$ cat src/rtl/decode_stage_pkg.sv
// Shared types for the decode stage: instruction encodings (opcode / funct),
// execute-side enums (ALU op, functional unit, branch condition, memory size)
// and the decoded bundle handed from decode to execute/memory/writeback.
package decode_stage_pkg;

    localparam int         WIDTH  = 32;      // datapath / PC / immediate width
    localparam logic [4:0] REG_RA = 5'd31;   // link register written by JAL

    typedef enum logic [5:0] {
        OP_RTYPE = 6'h00,
        OP_J     = 6'h02,
        OP_JAL   = 6'h03,
        OP_BEQ   = 6'h04,
        OP_BNE   = 6'h05,
        OP_BLEZ  = 6'h06,
        OP_BGTZ  = 6'h07,
        OP_ADDI  = 6'h08,
        OP_SLTI  = 6'h0A,
        OP_ANDI  = 6'h0C,
        OP_ORI   = 6'h0D,
        OP_XORI  = 6'h0E,
        OP_LLO   = 6'h18,
        OP_LHI   = 6'h19,
        OP_TRAP  = 6'h1A,
        OP_LB    = 6'h20,
        OP_LH    = 6'h21,
        OP_LW    = 6'h23,
        OP_LBU   = 6'h24,
        OP_LHU   = 6'h25,
        OP_SB    = 6'h28,
        OP_SH    = 6'h29,
        OP_SW    = 6'h2B
    } opcode_type;

    typedef enum logic [5:0] {
        F_SLL   = 6'h00,
        F_SRL   = 6'h02,
        F_SRA   = 6'h03,
        F_SLLV  = 6'h04,
        F_SRLV  = 6'h06,
        F_SRAV  = 6'h07,
        F_JR    = 6'h08,
        F_JALR  = 6'h09,
        F_MFHI  = 6'h10,
        F_MTHI  = 6'h11,
        F_MFLO  = 6'h12,
        F_MTLO  = 6'h13,
        F_MULT  = 6'h18,
        F_MULTU = 6'h19,
        F_DIV   = 6'h1A,
        F_DIVU  = 6'h1B,
        F_ADD   = 6'h20,
        F_ADDU  = 6'h21,
        F_SUB   = 6'h22,
        F_SUBU  = 6'h23,
        F_AND   = 6'h24,
        F_OR    = 6'h25,
        F_XOR   = 6'h26,
        F_NOR   = 6'h27,
        F_SLT   = 6'h2A,
        F_SLTU  = 6'h2B
    } funct_type;

    // ALU_AND is encoded as zero so an all-zero bundle is a valid idle value.
    typedef enum logic [2:0] {
        ALU_AND  = 3'd0,
        ALU_OR   = 3'd1,
        ALU_ADD  = 3'd2,
        ALU_SUB  = 3'd3,
        ALU_SLT  = 3'd4,
        ALU_SLTU = 3'd5,
        ALU_NOR  = 3'd6
    } alu_type;

    typedef enum logic [2:0] {
        UNIT_ALU     = 3'd0,
        UNIT_SHIFT   = 3'd1,
        UNIT_MULDIV  = 3'd2,
        UNIT_XOR     = 3'd3,
        UNIT_LOADIMM = 3'd4
    } unit_type;

    typedef enum logic [2:0] {
        BR_NONE = 3'd0,
        BR_EQ   = 3'd1,
        BR_NE   = 3'd2,
        BR_GTZ  = 3'd3,
        BR_LEZ  = 3'd4
    } br_cond_type;

    typedef enum logic [1:0] {
        MEM_BYTE = 2'd0,
        MEM_HALF = 2'd1,
        MEM_WORD = 2'd2
    } mem_size_type;

    typedef struct packed {
        logic [WIDTH-1:0] pc;
        logic [4:0]       rs;
        logic [4:0]       rt;
        logic [4:0]       dest;
        logic [4:0]       shamt;
        logic [5:0]       funct;
        logic [WIDTH-1:0] imm;
        logic [25:0]      jtarget;
        unit_type         unit;
        alu_type          alu_op;
        logic             alu_src_imm;
        logic             reg_write;
        logic             mem_read;
        logic             mem_write;
        mem_size_type     mem_size;
        logic             mem_unsigned;
        br_cond_type      br_cond;
        logic             jump;
        logic             jump_reg;
        logic             link;
        logic             lhi;
        logic             illegal;
        logic             trap;
    } decoded_type;

endpackage

$ cat src/rtl/decode_stage_if.sv
// Handshake bundle around the decode stage.
//   flush                 : squash everything held or arriving this cycle
//   in_valid/in_ready     : upstream instruction handshake
//   in_instr/in_pc        : raw 32-bit instruction word and its PC
//   out_valid/out_ready   : downstream handshake for the decoded bundle
//   out_dec               : registered decoded bundle
// master = the surrounding pipeline (fetch + execute side), slave = decode_stage.
interface decode_stage_if;
    import decode_stage_pkg::*;

    logic             flush;
    logic             in_valid;
    logic             in_ready;
    logic [31:0]      in_instr;
    logic [WIDTH-1:0] in_pc;
    logic             out_valid;
    logic             out_ready;
    decoded_type      out_dec;

    modport master (
        output flush, in_valid, in_instr, in_pc, out_ready,
        input  in_ready, out_valid, out_dec
    );

    modport slave (
        input  flush, in_valid, in_instr, in_pc, out_ready,
        output in_ready, out_valid, out_dec
    );

endinterface

$ cat src/rtl/decode_stage_instr_decode_logic.sv
// Purely combinational instruction decoder: raw instruction word + PC in,
// decoded_type bundle out.
//   instr_i : 32-bit instruction word
//   pc_i    : PC of that instruction (passed through)
//   dec_o   : decoded control bundle
module instr_decode_logic
    import decode_stage_pkg::*;
(
    input  logic [31:0]      instr_i,
    input  logic [WIDTH-1:0] pc_i,
    output decoded_type      dec_o
);

    logic [5:0]       opcode;
    logic [5:0]       funct;
    logic [WIDTH-1:0] imm_sext;
    logic [WIDTH-1:0] imm_zext;
    logic             wr_en;
    logic             is_load;
    logic             is_store;
    logic             imm_form;   // result written to rt, operand B is imm

    assign opcode   = instr_i[31:26];
    assign funct    = instr_i[5:0];
    assign imm_sext = {{(WIDTH-16){instr_i[15]}}, instr_i[15:0]};
    assign imm_zext = {{(WIDTH-16){1'b0}}, instr_i[15:0]};

    always_comb begin
        dec_o       = '0;
        wr_en       = 1'b0;
        is_load     = 1'b0;
        is_store    = 1'b0;
        imm_form    = 1'b0;
        dec_o.pc    = pc_i;
        dec_o.rs    = instr_i[25:21];
        dec_o.rt    = instr_i[20:16];
        dec_o.shamt = instr_i[10:6];
        dec_o.funct = funct;

        case (opcode)
            OP_RTYPE: begin
                dec_o.dest = instr_i[15:11];
                wr_en      = 1'b1;
                case (funct)
                    F_SLL, F_SRL, F_SRA, F_SLLV, F_SRLV, F_SRAV:
                        dec_o.unit = UNIT_SHIFT;
                    F_JR: begin
                        dec_o.jump_reg = 1'b1;
                        wr_en          = 1'b0;
                    end
                    F_JALR: begin
                        dec_o.jump_reg = 1'b1;
                        dec_o.link     = 1'b1;
                    end
                    F_MFHI, F_MFLO:
                        dec_o.unit = UNIT_MULDIV;
                    F_MTHI, F_MTLO, F_MULT, F_MULTU, F_DIV, F_DIVU: begin
                        // HI/LO writers never touch the register file
                        dec_o.unit = UNIT_MULDIV;
                        wr_en      = 1'b0;
                    end
                    F_ADD, F_ADDU: dec_o.alu_op = ALU_ADD;
                    F_SUB, F_SUBU: dec_o.alu_op = ALU_SUB;
                    F_AND:         dec_o.alu_op = ALU_AND;
                    F_OR:          dec_o.alu_op = ALU_OR;
                    F_XOR:         dec_o.unit   = UNIT_XOR;
                    F_NOR:         dec_o.alu_op = ALU_NOR;
                    F_SLT:         dec_o.alu_op = ALU_SLT;
                    F_SLTU:        dec_o.alu_op = ALU_SLTU;
                    default:       dec_o.illegal = 1'b1;
                endcase
            end
            OP_J: begin
                dec_o.jump    = 1'b1;
                dec_o.jtarget = instr_i[25:0];
            end
            OP_JAL: begin
                dec_o.jump    = 1'b1;
                dec_o.link    = 1'b1;
                dec_o.jtarget = instr_i[25:0];
                dec_o.dest    = REG_RA;
                wr_en         = 1'b1;
            end
            OP_BEQ: begin
                dec_o.br_cond = BR_EQ;
                dec_o.alu_op  = ALU_SUB;
                dec_o.imm     = imm_sext;
            end
            OP_BNE: begin
                dec_o.br_cond = BR_NE;
                dec_o.alu_op  = ALU_SUB;
                dec_o.imm     = imm_sext;
            end
            OP_BLEZ: begin
                dec_o.br_cond = BR_LEZ;
                dec_o.imm     = imm_sext;
            end
            OP_BGTZ: begin
                dec_o.br_cond = BR_GTZ;
                dec_o.imm     = imm_sext;
            end
            OP_ADDI: begin
                imm_form     = 1'b1;
                dec_o.alu_op = ALU_ADD;
                dec_o.imm    = imm_sext;
            end
            OP_SLTI: begin
                imm_form     = 1'b1;
                dec_o.alu_op = ALU_SLT;
                dec_o.imm    = imm_sext;
            end
            OP_ANDI: begin
                imm_form     = 1'b1;
                dec_o.alu_op = ALU_AND;
                dec_o.imm    = imm_zext;
            end
            OP_ORI: begin
                imm_form     = 1'b1;
                dec_o.alu_op = ALU_OR;
                dec_o.imm    = imm_zext;
            end
            OP_XORI: begin
                imm_form   = 1'b1;
                dec_o.unit = UNIT_XOR;
                dec_o.imm  = imm_zext;
            end
            OP_LLO: begin
                imm_form   = 1'b1;
                dec_o.unit = UNIT_LOADIMM;
                dec_o.imm  = imm_zext;
            end
            OP_LHI: begin
                imm_form   = 1'b1;
                dec_o.unit = UNIT_LOADIMM;
                dec_o.imm  = imm_zext << 16;
                dec_o.lhi  = 1'b1;
            end
            OP_TRAP: begin
                dec_o.trap    = 1'b1;
                dec_o.jtarget = instr_i[25:0];
            end
            OP_LB:  begin is_load = 1'b1; dec_o.mem_size = MEM_BYTE; end
            OP_LH:  begin is_load = 1'b1; dec_o.mem_size = MEM_HALF; end
            OP_LW:  begin is_load = 1'b1; dec_o.mem_size = MEM_WORD; end
            OP_LBU: begin
                is_load            = 1'b1;
                dec_o.mem_size     = MEM_BYTE;
                dec_o.mem_unsigned = 1'b1;
            end
            OP_LHU: begin
                is_load            = 1'b1;
                dec_o.mem_size     = MEM_HALF;
                dec_o.mem_unsigned = 1'b1;
            end
            OP_SB:  begin is_store = 1'b1; dec_o.mem_size = MEM_BYTE; end
            OP_SH:  begin is_store = 1'b1; dec_o.mem_size = MEM_HALF; end
            OP_SW:  begin is_store = 1'b1; dec_o.mem_size = MEM_WORD; end
            default: dec_o.illegal = 1'b1;
        endcase

        // Address generation for every memory op is base + sign-extended offset.
        if (is_load || is_store) begin
            dec_o.alu_op      = ALU_ADD;
            dec_o.alu_src_imm = 1'b1;
            dec_o.imm         = imm_sext;
        end
        if (is_load) begin
            dec_o.mem_read = 1'b1;
            imm_form       = 1'b1;
        end
        if (is_store) begin
            dec_o.mem_write = 1'b1;
        end
        if (imm_form) begin
            dec_o.alu_src_imm = 1'b1;
            dec_o.dest        = instr_i[20:16];
            wr_en             = 1'b1;
        end

        // $0 is hard-wired, so writes to it are dropped here (covers SLL $0 NOP).
        dec_o.reg_write = wr_en && (dec_o.dest != 5'd0);

        // Illegal and trap words must not produce any architectural side effect.
        if (dec_o.illegal || dec_o.trap) begin
            dec_o.reg_write = 1'b0;
            dec_o.mem_read  = 1'b0;
            dec_o.mem_write = 1'b0;
            dec_o.jump      = 1'b0;
            dec_o.jump_reg  = 1'b0;
            dec_o.link      = 1'b0;
            dec_o.br_cond   = BR_NONE;
        end
    end

endmodule

$ cat src/rtl/decode_stage.sv
// Instruction decode pipeline stage. Decodes the incoming word combinationally
// and registers the result; a second (skid) register absorbs one extra
// instruction so in_ready depends only on local state, never on out_ready.
//   clk   : clock
//   rst_n : asynchronous active-low reset
//   bus   : decode_stage_if.slave (flush, in_* handshake, out_* handshake)
module decode_stage
    import decode_stage_pkg::*;
(
    input  logic           clk,
    input  logic           rst_n,
    decode_stage_if.slave  bus
);

    decoded_type dec_w;
    decoded_type main_q, main_d;
    decoded_type skid_q, skid_d;
    logic        main_valid_q, main_valid_d;
    logic        skid_valid_q, skid_valid_d;
    logic        accept;
    logic        main_free;

    instr_decode_logic u_decode (
        .instr_i (bus.in_instr),
        .pc_i    (bus.in_pc),
        .dec_o   (dec_w)
    );

    assign accept    = bus.in_valid && !skid_valid_q;
    assign main_free = !main_valid_q || bus.out_ready;

    always_comb begin
        main_d       = main_q;
        skid_d       = skid_q;
        main_valid_d = main_valid_q;
        skid_valid_d = skid_valid_q;

        if (bus.flush) begin
            main_valid_d = 1'b0;
            skid_valid_d = 1'b0;
        end else if (main_free) begin
            // An occupied skid is older than anything upstream (and upstream is
            // stalled while it is occupied), so it refills main first.
            if (skid_valid_q) begin
                main_d       = skid_q;
                main_valid_d = 1'b1;
                skid_valid_d = 1'b0;
            end else begin
                main_valid_d = accept;
                if (accept) begin
                    main_d = dec_w;
                end
            end
        end else if (accept) begin
            skid_d       = dec_w;
            skid_valid_d = 1'b1;
        end
    end

    always_ff @(posedge clk or negedge rst_n) begin
        if (!rst_n) begin
            main_q       <= '0;
            skid_q       <= '0;
            main_valid_q <= 1'b0;
            skid_valid_q <= 1'b0;
        end else begin
            main_q       <= main_d;
            skid_q       <= skid_d;
            main_valid_q <= main_valid_d;
            skid_valid_q <= skid_valid_d;
        end
    end

    assign bus.in_ready  = !skid_valid_q;
    assign bus.out_valid = main_valid_q;
    assign bus.out_dec   = main_q;

endmodule

$ cat src/flat_wrapper.sv
// flat-port wrapper written by rule: the top's interface ports become plain ports
module decode_stage_flat import decode_stage_pkg::*;
  (clk, rst_n, bus_flush, bus_in_valid, bus_in_instr, bus_in_pc, bus_out_ready, bus_in_ready, bus_out_valid, bus_out_dec);
  decode_stage_if bus_i ();
  input  logic clk;
  input  logic rst_n;
  input wire logic [$bits(bus_i.flush)-1:0] bus_flush;
  input wire logic [$bits(bus_i.in_valid)-1:0] bus_in_valid;
  input wire logic [$bits(bus_i.in_instr)-1:0] bus_in_instr;
  input wire logic [$bits(bus_i.in_pc)-1:0] bus_in_pc;
  input wire logic [$bits(bus_i.out_ready)-1:0] bus_out_ready;
  output wire logic [$bits(bus_i.in_ready)-1:0] bus_in_ready;
  output wire logic [$bits(bus_i.out_valid)-1:0] bus_out_valid;
  output wire logic [$bits(bus_i.out_dec)-1:0] bus_out_dec;
  assign bus_i.flush = bus_flush;
  assign bus_i.in_valid = bus_in_valid;
  assign bus_i.in_instr = bus_in_instr;
  assign bus_i.in_pc = bus_in_pc;
  assign bus_i.out_ready = bus_out_ready;
  assign bus_in_ready = bus_i.in_ready;
  assign bus_out_valid = bus_i.out_valid;
  assign bus_out_dec = bus_i.out_dec;
  decode_stage u_core (.clk(clk), .rst_n(rst_n), .bus(bus_i));
endmodule
$ cat config.mk
export PLATFORM = sky130hd
export DESIGN_NAME = decode_stage_flat
export DESIGN_NICKNAME = d
export VERILOG_FILES = /design/src/rtl/decode_stage_pkg.sv /design/src/rtl/decode_stage_if.sv /design/src/rtl/decode_stage_instr_decode_logic.sv /design/src/rtl/decode_stage.sv /design/src/flat_wrapper.sv
export SDC_FILE = /design/constraint.sdc
export NUM_CORES = 1
export LEC_CHECK = 0
export CAP_MARGIN = 5
export CORE_AREA = 2 2 159 161
export DETAILED_ROUTE_END_ITERATION = 6
export DIE_AREA = 0 0 161 163
export PLACE_DENSITY = 0.86
export SLEW_MARGIN = 25
export SYNTH_ARGS = -nofsm -noshare
export SYNTH_HDL_FRONTEND = slang
export SYNTH_HIERARCHICAL = 1
export SYNTH_SLANG_ARGS = --single-unit
$ cat constraint.sdc
create_clock -name clk -period 3.4 [get_ports clk]
set_input_delay 0.51 -clock clk [delete_from_list [all_inputs] [get_ports clk]]
set_output_delay 0.51 -clock clk [all_outputs]
set_load 0.01 [all_outputs]
==> reports/qor.txt, run 1 <==
status: finished, violations left
violated checks: negative hold slack
IO buf count: 208
Max stage delay on crit path: 0.59 ns
DIE HEIGHT: 163 um
final core occ: 70.27%
global-route wire length before repair: 51270 um
Hold Crit Class: input port to asynchronous set/reset pin
Core Region: 24670 um^2
Mapped Area: 14590 um^2
worst ir drop on vdd: 0.0003863 V
dominant cell type by area after synthesis: dfrtp_1
die area: 26240 um^2
Final GP Congestion: 0.8421
Leak Pwr: 8.227 nW
Fmax achieved: 0.3571 GHz
RSZ-0062 raised after global routing: false
Clock Pin Slew Worst Setup and Hold Paths: 0.06 ns
Post-DP HPWL: 21070 um
Vias/cell: 5.549
Num CTS Buffers: 30
PD cells: 503.1 nW/um^2
total number of vias: 8296
predominant post-synthesis flop cell: dfrtp_1
Synth warnings: 6
worst path required time: 3.81 ns
FF-to-FF Start: u_core/skid_valid_q
Final Critical Period: 2.801 ns
area of the multi-input gates: 6609 um^2
FILL cells: 1717
CTS HTree Levels: 1
Synth Register Bits: 278
Setup crit end kind: flop
Slew @ Worst Pin: 0.8134 ns
CTS Sinks: 278
Cell Rows: 58
CTS root buffer: clkbuf_16
Post-synth ARST share: 100.0%
CTS tree: built
Min Hold Slack: -0.02729 ns
sequential area share after synthesis: 47.68%
worst skew pair latency: 0.55 ns
worst-path fanout max: 10
# nets final: 1217
hold_buf cts: 0
Worst path slowest cell: clkdlybuf4s50_1
reg2reg path depth: 4
Layout area overhead: 18.83%
final wirelength: 31890 um
CP Launch Type: input port
Initial Utilization: 59.13%
Die Span X: 161 um
Critical R2R Capture: u_core/bus.out_dec[0]
num ports: 209
post-synth top area share: 47.68%
CP cell instances: clkdlybuf4s50_1 -> nor3b_1 -> o41ai_4 -> nand2_2 -> a2111oi_0 -> a311oi_1 -> mux2_2 -> mux2_4
syn_nets: 1062
# Post-CTS Setup Buffers: 0
final hold viol count: 9
DRT Pass-1 Iters: 6
number of global-route vias before repair: 8987
Crit Path Class: input port to flop
largest net degree at the start of global routing: 104
setup TNS: 0 ns
max_slew headroom: 45.77%
DRT antenna net count: 0
flop2flop setup slack: 1.13 ns
post-CTS sizing: 0
cells after synthesis: 993
Initial DRC Count: 536
Synth cell types: 55
post-DR wirelength/cell: 21.33 um
FF+latch area: 6960 um^2
average size of a mapped cell: 14.69 um^2
Total Routing Usage GR: 24.61%
synth top area cells: dfrtp_1 48%, mux2_4 20%, mux2_2 16%
MaxCap Viol Count: 0
maximum clock path buffer count: 3
clk_skew: 0.02383 ns
fin. max-slew vios: 0
number of synthesized flops with an enable pin: 0
period utilisation layout: 82.37%
Final setup viols: 0
layout cells sized above 1: 42.83%
antenna cell count: 0
total gr overflow: 0
drc violations: 0
Critical Path AT: 3.21 ns
initial antenna violation count: 0
[registers in the layout (all words and copies together) (netlist names)]
signal and cells:
u_core/skid_valid_q 1, u_core/skid_q 138, u_core/bus.out_dec 138, u_core/bus.out_valid 1
[layout make-up]
| class | count | share of cell area [%] |
|---|---|---|
| Sequential cell | 278 | 40.15 |
| Multi-Input combinational cell | 591 | 38.12 |
| Timing Repair Buffer | 240 | 14.07 |
| Clock inverter | 5 | 0.1443 |
| Tap cell | 330 | 2.381 |
| Clock buffer | 44 | 4.987 |
| Inverter | 7 | 0.1515 |
[stage by stage]
stage	instance area (um^2)	hold slack (ns)	total power [mW]	cells	setup WS [ns]
3_5_place_dp	16450	0.4847	5.777	1446	0.1072
3_3_place_gp	16450	0.4695	5.701	1446	0.2421
4_1_cts	17340	0.03092	8.800	1495	0.6684
2_1_floorplan	14590	0.2144	5.032	993	0.9480
5_1_grt	17340	0.07343	9.091	1495	0.5199
6_report	17340	-0.02729	8.722	1495	0.5994
[worst max-delay path: cells and delay by family]
kind	cells	cell delay (ns)
buffers and inverters	1	0.59
AO/OA/AOI/OAI	3	1.12
multiplexers	2	0.54
AND/OR/NAND/NOR	2	0.44
[logic make-up (layout without fill, tap and decap cells)]
logic type      after synthesis  in the layout  synth area share (%)
flops                       278            278                 47.68
mux                         415            415                 37.15
compound gates               63             63                 3.242
buf+inv                     124            296                 7.109
xor+xnor                      1              1               0.06004
simple gates                112            112                 4.759
[cells in the final DEF, fill, tap and decap left out, types with 3 or more instances in the layout]
cell type,netlist,final
mux2_1,4,4
clkbuf_1,10,9
a21o_1,19,19
nor2_1,9,9
mux2_2,212,212
clkdlybuf4s50_1,0,207
a21boi_0,3,3
o32ai_1,3,3
clkbuf_16,0,31
dfrtp_1,278,277
inv_1,7,7
nor2b_1,5,5
o31ai_1,4,4
o21ai_0,5,5
nor3b_1,4,4
o21a_1,3,3
buf_4,54,23
or2_2,3,3
buf_12,0,9
a211oi_1,3,3
nand2b_1,7,7
nor3_1,7,6
clkbuf_8,0,4
clkinv_2,0,5
and2_1,43,43
nand2_1,13,13
a21oi_1,10,10
mux2_4,199,199
[routing by layer]
metal | share of wire, % | GRT usage (%) | up-vias
met4 | 1.8 | 5.641 | 0
met3 | 5.7 | 4.660 | 44
met2 | 48 | 40.11 | 220
met5 | 0 | 0 | -
li1 | - | - | 3777
met1 | 45 | 34.57 | 4255
[where the power goes]
group	switching, mW	internal (mW)	leakage [nW]	total (mW)
registers	0.273	3.76	3.61	4.04
clock network	1.26	1.73	0.441	2.99
logic	0.625	1.07	4.17	1.69
total	2.16	6.57	8.23	8.72
[synthesized netlist by cell type (9+ instances only)]
master and instances:
nand2_1 13, dfrtp_1 278, and2_1 43, a21o_1 19, buf_2 10, buf_4 54
buf_8 10, nor2_1 9, buf_6 32, clkbuf_1 10, mux2_4 199, a21oi_1 10
mux2_2 212
[worst max path at each step]
stage | end | slack, ns | from | depth (start not counted)
global route | u_core/bus.out_dec[14] | 0.52 | bus_in_instr[29] | 10
global placement | u_core/bus.out_dec[14] | 0.24 | bus_in_instr[31] | 8
CTS | u_core/bus.out_dec[14] | 0.67 | bus_in_instr[29] | 8
floorplan | u_core/bus.out_dec[14] | 0.95 | bus_in_instr[31] | 8
detailed placement | u_core/bus.out_dec[14] | 0.11 | bus_in_instr[29] | 8
finish | u_core/bus.out_dec[14] | 0.60 | bus_in_instr[29] | 8
No activity file was read; power rests on OpenSTA's default activity.
==> run 2: changes to the inputs <==
CORE_AREA = 2 2 166 168   (was 2 2 159 161)
DIE_AREA = 0 0 168 170   (was 0 0 161 163)
PLACE_DENSITY = 0.8   (was 0.86)
clock period = 2.75 ns   (was 3.4 ns; I/O delays follow)
==> reports/qor.txt, run 2 (same netlist as run 1, synthesis figures left out) <==
status: completed
Total Routing Usage GR: 22.41% (-2.2 points)
number of global-route vias before repair: 9106 (+1.3%)
Num CTS Buffers: 30 (unchanged)
Final setup viols: 0 (unchanged)
Layout area overhead: 21.91%
worst skew pair latency: 0.55 ns (about the same)
layout cells sized above 1: 44.56% (+1.7 points)
die area: 28560 um^2 (+8.8%)
Clock Pin Slew Worst Setup and Hold Paths: 0.06 ns (about the same)
Setup crit end kind: primary output
worst path required time: 2.34 ns (-1.47 ns)
most frequent cells in the layout: 277 x dfrtp_1, 212 x mux2_2, 207 x clkdlybuf4s50_1
Cell Rows: 60 (+3.4%)
IO buf count: 208 (unchanged)
clk_skew: 0.01002 ns (-0.01381 ns)
Area after DPL: 16790 um^2 (+2.1%)
DRT Pass-1 Iters: 4 (-2)
RSZ-0062 raised after global routing: false
Final Critical Period: 2.545 ns
routing usage on met2: 37.60% (-2.5 points)
Fmax achieved: 0.3929 GHz
Vias/cell: 5.448 (-1.8%)
Hold Crit Class: input port to asynchronous set/reset pin
Min Hold Slack: 0.4331 ns (+0.4604 ns)
MaxCap Viol Count: 0 (unchanged)
total gr overflow: 0 (unchanged)
total number of vias: 8434 (+1.7%)
fin. max-slew vios: 0 (unchanged)
final cell count without fillers: 1548 (+3.5%)
Critical Path AT: 2.13 ns (-1.08 ns)
met3 Use GR: 4.047% (-0.61 points)
global-route wire length before repair: 51270 um (about the same)
num ports: 209 (unchanged)
max_slew headroom: 62.49% (+17 points)
CTS tree: built
final core occ: 66.74% (-3.5 points)
period utilisation layout: 92.54%
CP Launch Type: flop
maximum clock path buffer count: 3 (unchanged)
Design Area, Final: 17790 um^2 (+2.6%)
largest net degree at the start of global routing: 91 (-13%)
DRT antenna net count: 0 (unchanged)
CTS HTree Levels: 1 (unchanged)
Leak Pwr: 8.467 nW (+2.9%)
Slew @ Worst Pin: 0.5627 ns (-0.2507 ns)
PD cells: 625.7 nW/um^2 (+24%)
worst-path fanout max: 31 (+21)
Crit Path Class: flop to primary output
FILL cells: 1859 (+8.3%)
Final GP Congestion: 0.8755 (+4.0%)
Post-DP HPWL: 21520 um (+2.1%)
# nets final: 1254 (+3.0%)
worst ir drop on vdd: 0.0005094 V (+32%)
drc violations: 0 (unchanged)
post-layout total power: 11.13 mW (+28%)
initial antenna violation count: 1 (+1)
DP Cell Count: 1493 (+3.3%)
gr busiest metal: met2
Die Span X: 168 um (+4.3%)
# Post-CTS Setup Buffers: 0 (unchanged)
commonest non-fill, non-tap cell in the layout: dfrtp_1
DIE HEIGHT: 170 um (+4.3%)
Core Region: 26650 um^2 (+8.0%)
post-DR wirelength/cell: 20.63 um (-3.3%)
CTS root buffer: clkbuf_16
CTS Sinks: 278 (unchanged)
Initial Utilization: 54.75% (-4.4 points)
final hold viol count: 0 (-9)
Initial DRC Count: 461 (-14%)
final wirelength: 31930 um (+0.11%)
routing usage on met1: 30.15% (-4.4 points)
## run 2: changes by cell type in the layout (fill, tap and decap cells not counted)
cell           change
clkbuf_1           +1
clkinv_4           +1
buf_6              +1
clkinv_2           -1
buf_4             +30
diode_2            +2
bufinv_16          +3
buf_12             +5
dlygate4sd3_1      +1
clkbuf_8           -1
## run 2: path summary, 6_finish.rpt
path                                     start                      to  slack (ns)  cells after the start
hold / removal                           rst_n  u_core/bus.out_dec[54]        0.43                      2
max in group asynchronous                rst_n      u_core/skid_q[108]        1.60                      3
min in group clk                 bus_in_pc[15]      u_core/skid_q[121]        0.50                      2
setup / recovery           u_core/skid_valid_q            bus_in_ready        0.21                      3
hold reg to reg              u_core/skid_q[12]       u_core/skid_q[12]        0.50                      1
setup reg to reg           u_core/skid_valid_q  u_core/bus.out_dec[97]        0.66                      4
## run 2: cell type report
type                       instances  area, um^2  share of cell area (%)
inverter                           7       26.28                  0.1477
tap                              341       426.7                   2.399
antenna                            2       5.005                 0.02814
timing repair buffer             277        2786                   15.67
sequential                       278        6960                   39.13
clock inverter                     8       118.9                  0.6683
multi-input combinational        591        6609                   37.16
clock buffer                      44       854.6                   4.804
## run 2: metal layers
| metal | routed length, um | vias to the layer above |
|---|---|---|
| met1 | 14410 | 4335 |
| li1 | - | 3866 |
| met2 | 15400 | 183 |
| met3 | 1414 | 50 |
| met5 | 0 | - |
| met4 | 707 | 0 |
## run 2: repair_timing
| item | 4_1_cts | 5_1_grt |
|---|---|---|
| hold buffers | 1 | 0 |
| hold endpoints to repair | 63 | 0 |
| resized for setup | 0 | 1 |
| setup endpoints to repair | 0 | 1 |
## run 2: worst max-delay path, cell delays in order (launching register included)
cell and delay [ns]:
dfrtp_4 0.65, buf_6 0.35, inv_1 0.08, clkdlybuf4s50_1 0.49
## run 2: report_power, final
part	leakage, nW	internal (mW)	switching [mW]
sequential	3.61	4.65	0.333
clock	0.478	2.41	1.59
combinational	4.38	1.36	0.780
## run 2: stage by stage
| step | setup TNS (ns) | worst slack (ns) |
|---|---|---|
| global placement | -2.371 | -0.2075 |
| floorplan | 0 | 0.3955 |
| finish | 0 | 0.2050 |
| CTS | 0 | 0.05596 |
| global route | 0 | 0.1041 |
| detailed placement | -4.585 | -0.2928 |
==> run 3: changes to the inputs <==
CORE_AREA = 2 2 163 165   (was 2 2 166 168)
CTS_BUF_LIST = sky130_fd_sc_hd__clkbuf_8   (was not set)
DIE_AREA = 0 0 165 167   (was 0 0 168 170)
PLACE_DENSITY = 0.83   (was 0.8)
==> reports/qor.txt, run 3 (same netlist as run 1, synthesis figures left out) <==
CP Launch Type: input port
final wirelength: 31980 um (+0.15%)
antenna cell count: 0 (-2)
sw frac: 25.32% (+1.0 points)
Hold Crit Class: input port to asynchronous set/reset pin
drc violations: 0 (unchanged)
DRT Pass-1 Iters: 4 (unchanged)
Cell Rows: 59 (-1.7%)
worst path required time: 3.19 ns (+0.85 ns)
Layout area overhead: 21.77%
CTS HTree Levels: 2 (+1)
most frequent cells in the layout: 277 x dfrtp_1, 212 x mux2_2, 207 x clkdlybuf4s50_1
final core occ: 68.96% (+2.2 points)
max_slew headroom: 63.60% (+1.1 points)
status: completed
Final GP Congestion: 0.8169 (-6.7%)
final cell count without fillers: 1571 (+1.5%)
reg2reg path depth: 3 (-1)
Clk network pwr share: 34.0% (-2.0 points)
DP Cell Count: 1489 (-0.27%)
IO buf count: 208 (unchanged)
initial antenna violation count: 0 (-1)
fin. max-slew vios: 0 (unchanged)
sw power: 2.733 mW (+1.2%)
RSZ-0062 raised after global routing: false
FF-to-FF Start: u_core/skid_valid_q
layout cells sized above 1: 45.63% (+1.1 points)
Setup crit end kind: flop
Initial DRC Count: 532 (+15%)
Die Span X: 165 um (-1.8%)
CP cell instances: clkdlybuf4s50_1 -> nor3b_1 -> o41ai_4 -> nand2_2 -> a2111oi_1 -> a311oi_1 -> mux2_2 -> mux2_4
clk_skew: 0.01576 ns (+0.005740 ns)
DRT antenna net count: 0 (unchanged)
Max stage delay on crit path: 0.66 ns (about the same)
worst-path fanout max: 9 (-71%)
Critical R2R Capture: u_core/bus.out_dec[87]
total gr overflow: 0 (unchanged)
# Post-CTS Setup Buffers: 0 (unchanged)
commonest non-fill, non-tap cell in the layout: dfrtp_1
CTS Sinks: 278 (unchanged)
PD cells: 607.5 nW/um^2 (-2.9%)
Slew @ Worst Pin: 0.5460 ns (-0.01674 ns)
Final Critical Period: 2.487 ns (-0.05769 ns)
maximum clock path buffer count: 3 (unchanged)
worst ir drop on vdd: 0.0004407 V (-13%)
Worst path slowest cell: clkdlybuf4s50_1
total internal power: 8.060 mW (-4.4%)
final hold viol count: 0 (unchanged)
CTS tree: built
Post-DP HPWL: 21680 um (+0.74%)
total number of vias: 8502 (+0.81%)
Num CTS Buffers: 47 (+57%)
family with the most delay on the worst path: compound AO/OA/AOI/OAI gates
CTS root buffer: clkbuf_8
Total Routing Usage GR: 23.64% (+1.2 points)
largest net degree at the start of global routing: 92 (+1.1%)
Core Region: 25760 um^2 (-3.3%)
Initial Utilization: 56.63% (+1.9 points)
num ports: 209 (unchanged)
# nets final: 1273 (+1.5%)
Final setup viols: 0 (unchanged)
post-DR wirelength/cell: 20.35 um (-1.3%)
Worst Path Buf+Inv: 1 (-2)
flop2flop setup slack: 0.75 ns (+0.09 ns)
period utilisation layout: 90.45% (-2.1 points)
Crit Path Class: input port to flop
Vias/cell: 5.412 (-0.67%)
combinational share of power: 19.9% (+0.6 points)
die area: 27560 um^2 (-3.5%)
MaxCap Viol Count: 0 (unchanged)
Fmax achieved: 0.4020 GHz (+2.3%)
Clock Pin Slew Worst Setup and Hold Paths: 0.06 ns (about the same)
DIE HEIGHT: 167 um (-1.8%)
number of global-route vias before repair: 9181 (+0.82%)
Critical Path AT: 2.93 ns (+0.80 ns)
worst skew pair latency: 0.56 ns (about the same)
sequential power share: 46.1% (+1.3 points)
Leak Pwr: 8.542 nW (+0.88%)
global-route wire length before repair: 51270 um (about the same)
-- run 3: cell count changes in the layout (fill, tap and decap cells not counted), sizes merged --
| cell | previous run | this run |
|---|---|---|
| clkbuf | 44 | 60 |
| inv | 7 | 21 |
| buf | 69 | 71 |
| bufinv | 3 | 1 |
| diode | 2 | 0 |
| clkinvlp | 0 | 1 |
-- run 3: power groups by stage --
stage	logic [mW]	registers (mW)	clock network, mW
final	2.15	4.98	3.67
after global routing	2.30	5.04	3.98
after CTS	2.17	4.97	3.77
after detailed placement	2.16	5.03	0
after global placement	2.10	5.00	0
after floorplan	1.16	5.06	0
-- run 3: through the flow --
step           total power, mW  area, um^2  hold WS, ns  setup TNS [ns]  worst slack, ns
2_1_floorplan            6.221       14590       0.1169               0           0.3955
3_3_place_gp             7.101       16810       0.3895          -5.553          -0.2425
3_5_place_dp             7.195       16810       0.3870          -9.009          -0.3026
4_1_cts                  10.92       17770       0.3747               0           0.2757
5_1_grt                  11.31       17770       0.4141               0          0.04582
6_report                 10.79       17770       0.3847               0           0.2627
-- run 3: worst reg2reg max path, stage by stage (launching register included) --
cell     delay, ns
dfrtp_4       0.62
buf_12        0.45
mux2_2        0.53
mux2_4        0.27
-- run 3: area by class of cell --
type	instances	area [um^2]
fillers	1796	7996
well taps	335	419.2
repair buffers	279	2810
inverters	7	26.28
flip-flops and latches	278	6960
multi-input cells	591	6610
clock inverters	21	115.1
clock buffers	60	825.8
-- run 3: what timing repair did --
item                                    4_1_cts  5_1_grt
endpoints found under the hold margin        57        0
gates resized for setup                       0        1
hold buffers                                  1        0
endpoints found under the setup margin        0        1
-- run 3: how the worst max path moves through the flow --
stage                             endpoint        startpoint  slack, ns  cells past startpoint
finish              u_core/bus.out_dec[14]  bus_in_instr[29]       0.26                      8
detailed placement  u_core/bus.out_dec[14]  bus_in_instr[29]      -0.30                      8
global route        u_core/bus.out_dec[14]  bus_in_instr[29]       0.05                      8
floorplan           u_core/bus.out_dec[14]  bus_in_instr[31]       0.40                      8
CTS                 u_core/bus.out_dec[14]  bus_in_instr[29]       0.28                      8
global placement    u_core/bus.out_dec[14]  bus_in_instr[29]      -0.24                      8
-- run 3: routing by layer --
layer	up-vias	routed length, um	track usage (%)
met2	229	15480	38.21
met1	4331	13910	32.03
li1	3897	-	-
met4	0	668	6.805
met3	45	1918	5.280
met5	-	0	0
==> patch 1: new RTL, flow settings as in run 2 <==
Set the package constant `WIDTH` to 40 (it was 32).
--- a/src/rtl/decode_stage_pkg.sv
+++ b/src/rtl/decode_stage_pkg.sv
@@ -3,7 +3,7 @@
 // and the decoded bundle handed from decode to execute/memory/writeback.
 package decode_stage_pkg;
 
-    localparam int         WIDTH  = 32;      // datapath / PC / immediate width
+    localparam int         WIDTH  = 40;      // datapath / PC / immediate width
     localparam logic [4:0] REG_RA = 5'd31;   // link register written by JAL
 
     typedef enum logic [5:0] {
Ports: changed (resized bus_in_pc and bus_out_dec); port bits go from 209 to 233. No check against the original RTL was run, so the function may have changed too.
==> patch 1 against run 2 <==
Synthesized area increased by 8.7%. Register-to-register slack improved by 0.03 ns. Setup slack improved by 0.11 ns. Clock power grew 12%. Core utilization is 5.6 points higher. Sequential cell count up 32. Wire length grew 7.2%. Count of clock-buffer cells in the layout rose by 6. Critical path depth rose by 6. Sequential share of layout area increased by 1.1 points. Total power grew 12%. Die area unchanged. Design area rose by 8.4%. Combinational power grew 11%. Critical path type is now primary input to register. Largest cell class unchanged.
==> patch 1: results <==
# TYPE chip_impl_metric gauge
chip_impl_metric{name="largest_net_degree_at_the_start_of_global_routing",unit=""} 76
chip_impl_metric{name="synthesis.nets",unit=""} 1199
chip_impl_metric{name="synth.distinct_cells",unit=""} 65
chip_impl_metric{name="vdd.ir_drop.worst",unit="µV"} 448.1
chip_impl_metric{name="grt_pass1_wl",unit="mm"} 55.03
chip_impl_metric{name="global_route_usage_sum",unit="%"} 24.12
chip_impl_metric{name="cts_max_level",unit=""} 2
chip_impl_info{name="crit_path_top_delay_cell",value="sky130_fd_sc_hd__clkdlybuf4s50_1"} 1
chip_impl_metric{name="placement.cell_area",unit="µm²"} 18160
chip_impl_info{name="hold_class",value="register to register"} 1
chip_impl_metric{name="worst_skew_pair.late_latency",unit="ns"} 0.50
chip_impl_metric{name="fin_skew",unit="ns"} 0.01670
chip_impl_metric{name="finalNetCount",unit=""} 1389
chip_impl_metric{name="slowest_delay",unit="ns"} 0.54
chip_impl_metric{name="drive_above_1_share",unit="%"} 44.87
chip_impl_metric{name="wire_per_inst",unit="µm"} 20.43
chip_impl_metric{name="cts_post_setup_buffers_inserted",unit=""} 0
chip_impl_metric{name="place_worst_setup_slack",unit="ns"} -0.1569
chip_impl_metric{name="via_count_of_the_first_global_routing_pass",unit=""} 10010
chip_impl_metric{name="dpl.hpwl",unit="mm"} 22.39
chip_impl_metric{name="dr.first_iter.drc_count",unit=""} 639
chip_impl_metric{name="synth_seq_area_share",unit="%"} 48.89
chip_impl_metric{name="insertedDiodeCount",unit=""} 0
chip_impl_metric{name="timing.critical_path.arrival",unit="ns"} 2.81
chip_impl_metric{name="grt_antenna_before_repair",unit=""} 0
chip_impl_info{name="synth_common_cells",value="342 x sky130_fd_sc_hd__mux2_2, 310 x sky130_fd_sc_hd__dfrtp_1, 120 x sky130_fd_sc_hd__mux2_4, 78 x sky130_fd_sc_hd__buf_4, 48 x sky130_fd_sc_hd__and2_1"} 1
chip_impl_metric{name="p_leak",unit="µW"} 0.009086
chip_impl_info{name="outcome",value="complete, no violations"} 1
chip_impl_metric{name="worst-path-max-fanout",unit=""} 6
[patch 1: changes by cell type after synthesis, moves of 6 or more]
cell                      change
sky130_fd_sc_hd__mux2_2     +130
sky130_fd_sc_hd__nand3_1      +6
sky130_fd_sc_hd__mux2_4      -79
sky130_fd_sc_hd__buf_4       +24
sky130_fd_sc_hd__buf_2       +26
sky130_fd_sc_hd__buf_12      +12
sky130_fd_sc_hd__dfrtp_1     +32
sky130_fd_sc_hd__buf_6       -27
sky130_fd_sc_hd__buf_8        -8
[patch 1: worst register-to-register path, delay by kind of cell (launching register included)]
| family | cells | cell delay [ns] |
|---|---|---|
| buffers and inverters | 2 | 0.48 |
| AND/OR/NAND/NOR | 2 | 0.37 |
| flip-flops | 1 | 0.69 |
| multiplexers | 1 | 0.42 |
[patch 1: power breakdown]
| part | switching (µW) | internal (µW) |
|---|---|---|
| clock network | 1800 | 2700 |
| registers | 356 | 5200 |
| logic | 868 | 1510 |
[patch 1: cells by family after synthesis]
group,Yosys count,synth area share [%]
simple gates,134,5.197
flops,310,48.89
buf+inv,151,7.310
mux,463,35.69
compound gates,64,2.910
[patch 1: worst paths after layout]
path | start | endpoint | slack, ns | cells past startpoint
max in group asynchronous | rst_n | u_core/skid_q[140]$_DFFE_PN0P_ | 1.42 | 3
hold / removal | u_core/skid_q[86]$_DFFE_PN0P_ | u_core/skid_q[86]$_DFFE_PN0P_ | 0.50 | 1
min in group asynchronous | rst_n | u_core/skid_q[122]$_DFFE_PN0P_ | 0.51 | 2
setup reg to reg | u_core/skid_valid_q$_DFFE_PN0P_ | u_core/bus.out_dec[24]$_DFFE_PN0P_ | 0.69 | 5
setup / recovery | bus_in_instr[30] | u_core/bus.out_dec[14]$_DFFE_PN0P_ | 0.31 | 9
hold reg to reg | u_core/skid_q[86]$_DFFE_PN0P_ | u_core/skid_q[86]$_DFFE_PN0P_ | 0.50 | 1
[patch 1: metrics by stage]
step                      instances  TNS (ns)  hold slack, ns
final                          1676         0          0.4997
after global routing           1676         0          0.5145
after CTS                      1676         0          0.5003
after detailed placement       1615   -0.1569          0.4370
after global placement         1615  -0.03150          0.4374
after floorplan                1122         0          0.1169
[patch 1: layer usage]
layer | wire length [µm] | GRT usage [%] | vias up
met3 | 2079 | 5.302 | 45
met5 | 0 | 0 | -
li1 | - | - | 4287
met1 | 15380 | 33.57 | 4818
met2 | 16120 | 38.75 | 239
met4 | 663 | 6.125 | 0
[patch 1: cell type report]
class	instances	area (µm²)
Clock inverter	10	75.07
Multi-Input combinational cell	661	6968
Sequential cell	310	7761
Tap cell	341	426.7
Timing Repair Buffer	296	2985
Clock buffer	50	1035
Fill cell	1833	7370
Inverter	8	30.03
==> patch 2: new RTL, settings of run 2 <==
Made on the original files. Reset style: synchronous (`rst_n`), changed in one clocked block. Comments in the files are not updated.
--- a/src/rtl/decode_stage.sv
+++ b/src/rtl/decode_stage.sv
@@ -57,7 +57,7 @@
         end
     end
 
-    always_ff @(posedge clk or negedge rst_n) begin
+    always_ff @(posedge clk) begin
         if (!rst_n) begin
             main_q       <= '0;
             skid_q       <= '0;
Function: changed (a bounded check fails within 4 cycles, from zero or initial values and one cycle with rst_n low; the reset may be asserted at any time).
==> patch 2 against run 2 <==
Sequential cell count unchanged. Synthesized area down 5.1%. Setup slack better by 0.14 ns. Total power decreased by 14%. Critical endpoint is now u_core/bus.out_dec[75]$_SDFFE_PN0P_. Largest power group unchanged. First-iteration DRC count rose by 100%. Wire length rose by 15%. Design area down 4.3%.
==> patch 2: results <==
# TYPE chip_impl_metric gauge
chip_impl_metric{name="synth_largest_type_area_fraction",unit="%"} 40.19
chip_impl_metric{name="seqAreaFraction",unit="%"} 32.72
chip_impl_metric{name="fin_skew",unit="ns"} 0.01035
chip_impl_metric{name="grt_use_met1",unit="%"} 32.12
chip_impl_metric{name="fin_crit",unit="ns"} 2.402
chip_impl_metric{name="clock_area_share",unit="%"} 6.094
chip_impl_info{name="dominant_cells_by_area_after_synthesis",value="sky130_fd_sc_hd__dfxtp_1 40%, sky130_fd_sc_hd__mux2i_1 20%, sky130_fd_sc_hd__o211a_1 10%, sky130_fd_sc_hd__nand2_1 7.8%, sky130_fd_sc_hd__nand3_1 5.1%"} 1
chip_impl_metric{name="non_clock_buffer_count",unit=""} 284
chip_impl_info{name="rr_startpoint",value="u_core/skid_valid_q$_SDFFE_PP0P_"} 1
chip_impl_metric{name="drive_above_1_share",unit="%"} 9.141
chip_impl_metric{name="muxShareOfSynthArea",unit="%"} 20.03
chip_impl_info{name="highest_metal_layer_with_signal_wires",value="met5"} 1
chip_impl_metric{name="met1Wirelength",unit="mm"} 16.04
chip_impl_metric{name="async_flop_share",unit="%"} 0
chip_impl_info{name="outcome",value="complete, no violations"} 1
chip_impl_info{name="hold_class",value="primary input to register"} 1
chip_impl_metric{name="place_worst_setup_slack",unit="ns"} -0.1597
chip_impl_metric{name="n_multi_input_combinational_cell",unit=""} 1005
chip_impl_info{name="crit_start",value="bus_in_instr[28]"} 1
chip_impl_metric{name="timing.reg2reg.worst_path_depth",unit=""} 5
chip_impl_metric{name="yosys.area_share.xor_xnor",unit="%"} 0.06325
chip_impl_metric{name="worst-path-max-fanout",unit=""} 15
chip_impl_metric{name="dr.first_iter.drc_count",unit=""} 933
chip_impl_metric{name="dpl.hpwl",unit="mm"} 24.02
chip_impl_metric{name="largest_net_degree_at_the_start_of_global_routing",unit=""} 87
chip_impl_metric{name="power.internal",unit="µW"} 7268
==> patch 2: changes by cell type in the layout (fill, tap and decap cells not counted), moves of 5 or more <==
cell                       before  now
sky130_fd_sc_hd__dfxtp_1        0  277
sky130_fd_sc_hd__nand2_1       13  289
sky130_fd_sc_hd__dfrtp_1      277    0
sky130_fd_sc_hd__clkinv_2       4   10
sky130_fd_sc_hd__buf_4         53   58
sky130_fd_sc_hd__clkbuf_1      10    1
sky130_fd_sc_hd__clkbuf_8       3    9
sky130_fd_sc_hd__mux2i_1        0  276
sky130_fd_sc_hd__o211a_1        0  138
sky130_fd_sc_hd__mux2_4       199    0
sky130_fd_sc_hd__mux2_2       212    1
sky130_fd_sc_hd__nand3_1        2  140
==> patch 2: stage by stage <==
| stage | area (µm²) | cells |
|---|---|---|
| global placement | 15980 | 1915 |
| detailed placement | 15980 | 1915 |
| finish | 17020 | 1971 |
| floorplan | 13850 | 1484 |
| global route | 17020 | 1971 |
| CTS | 17020 | 1971 |
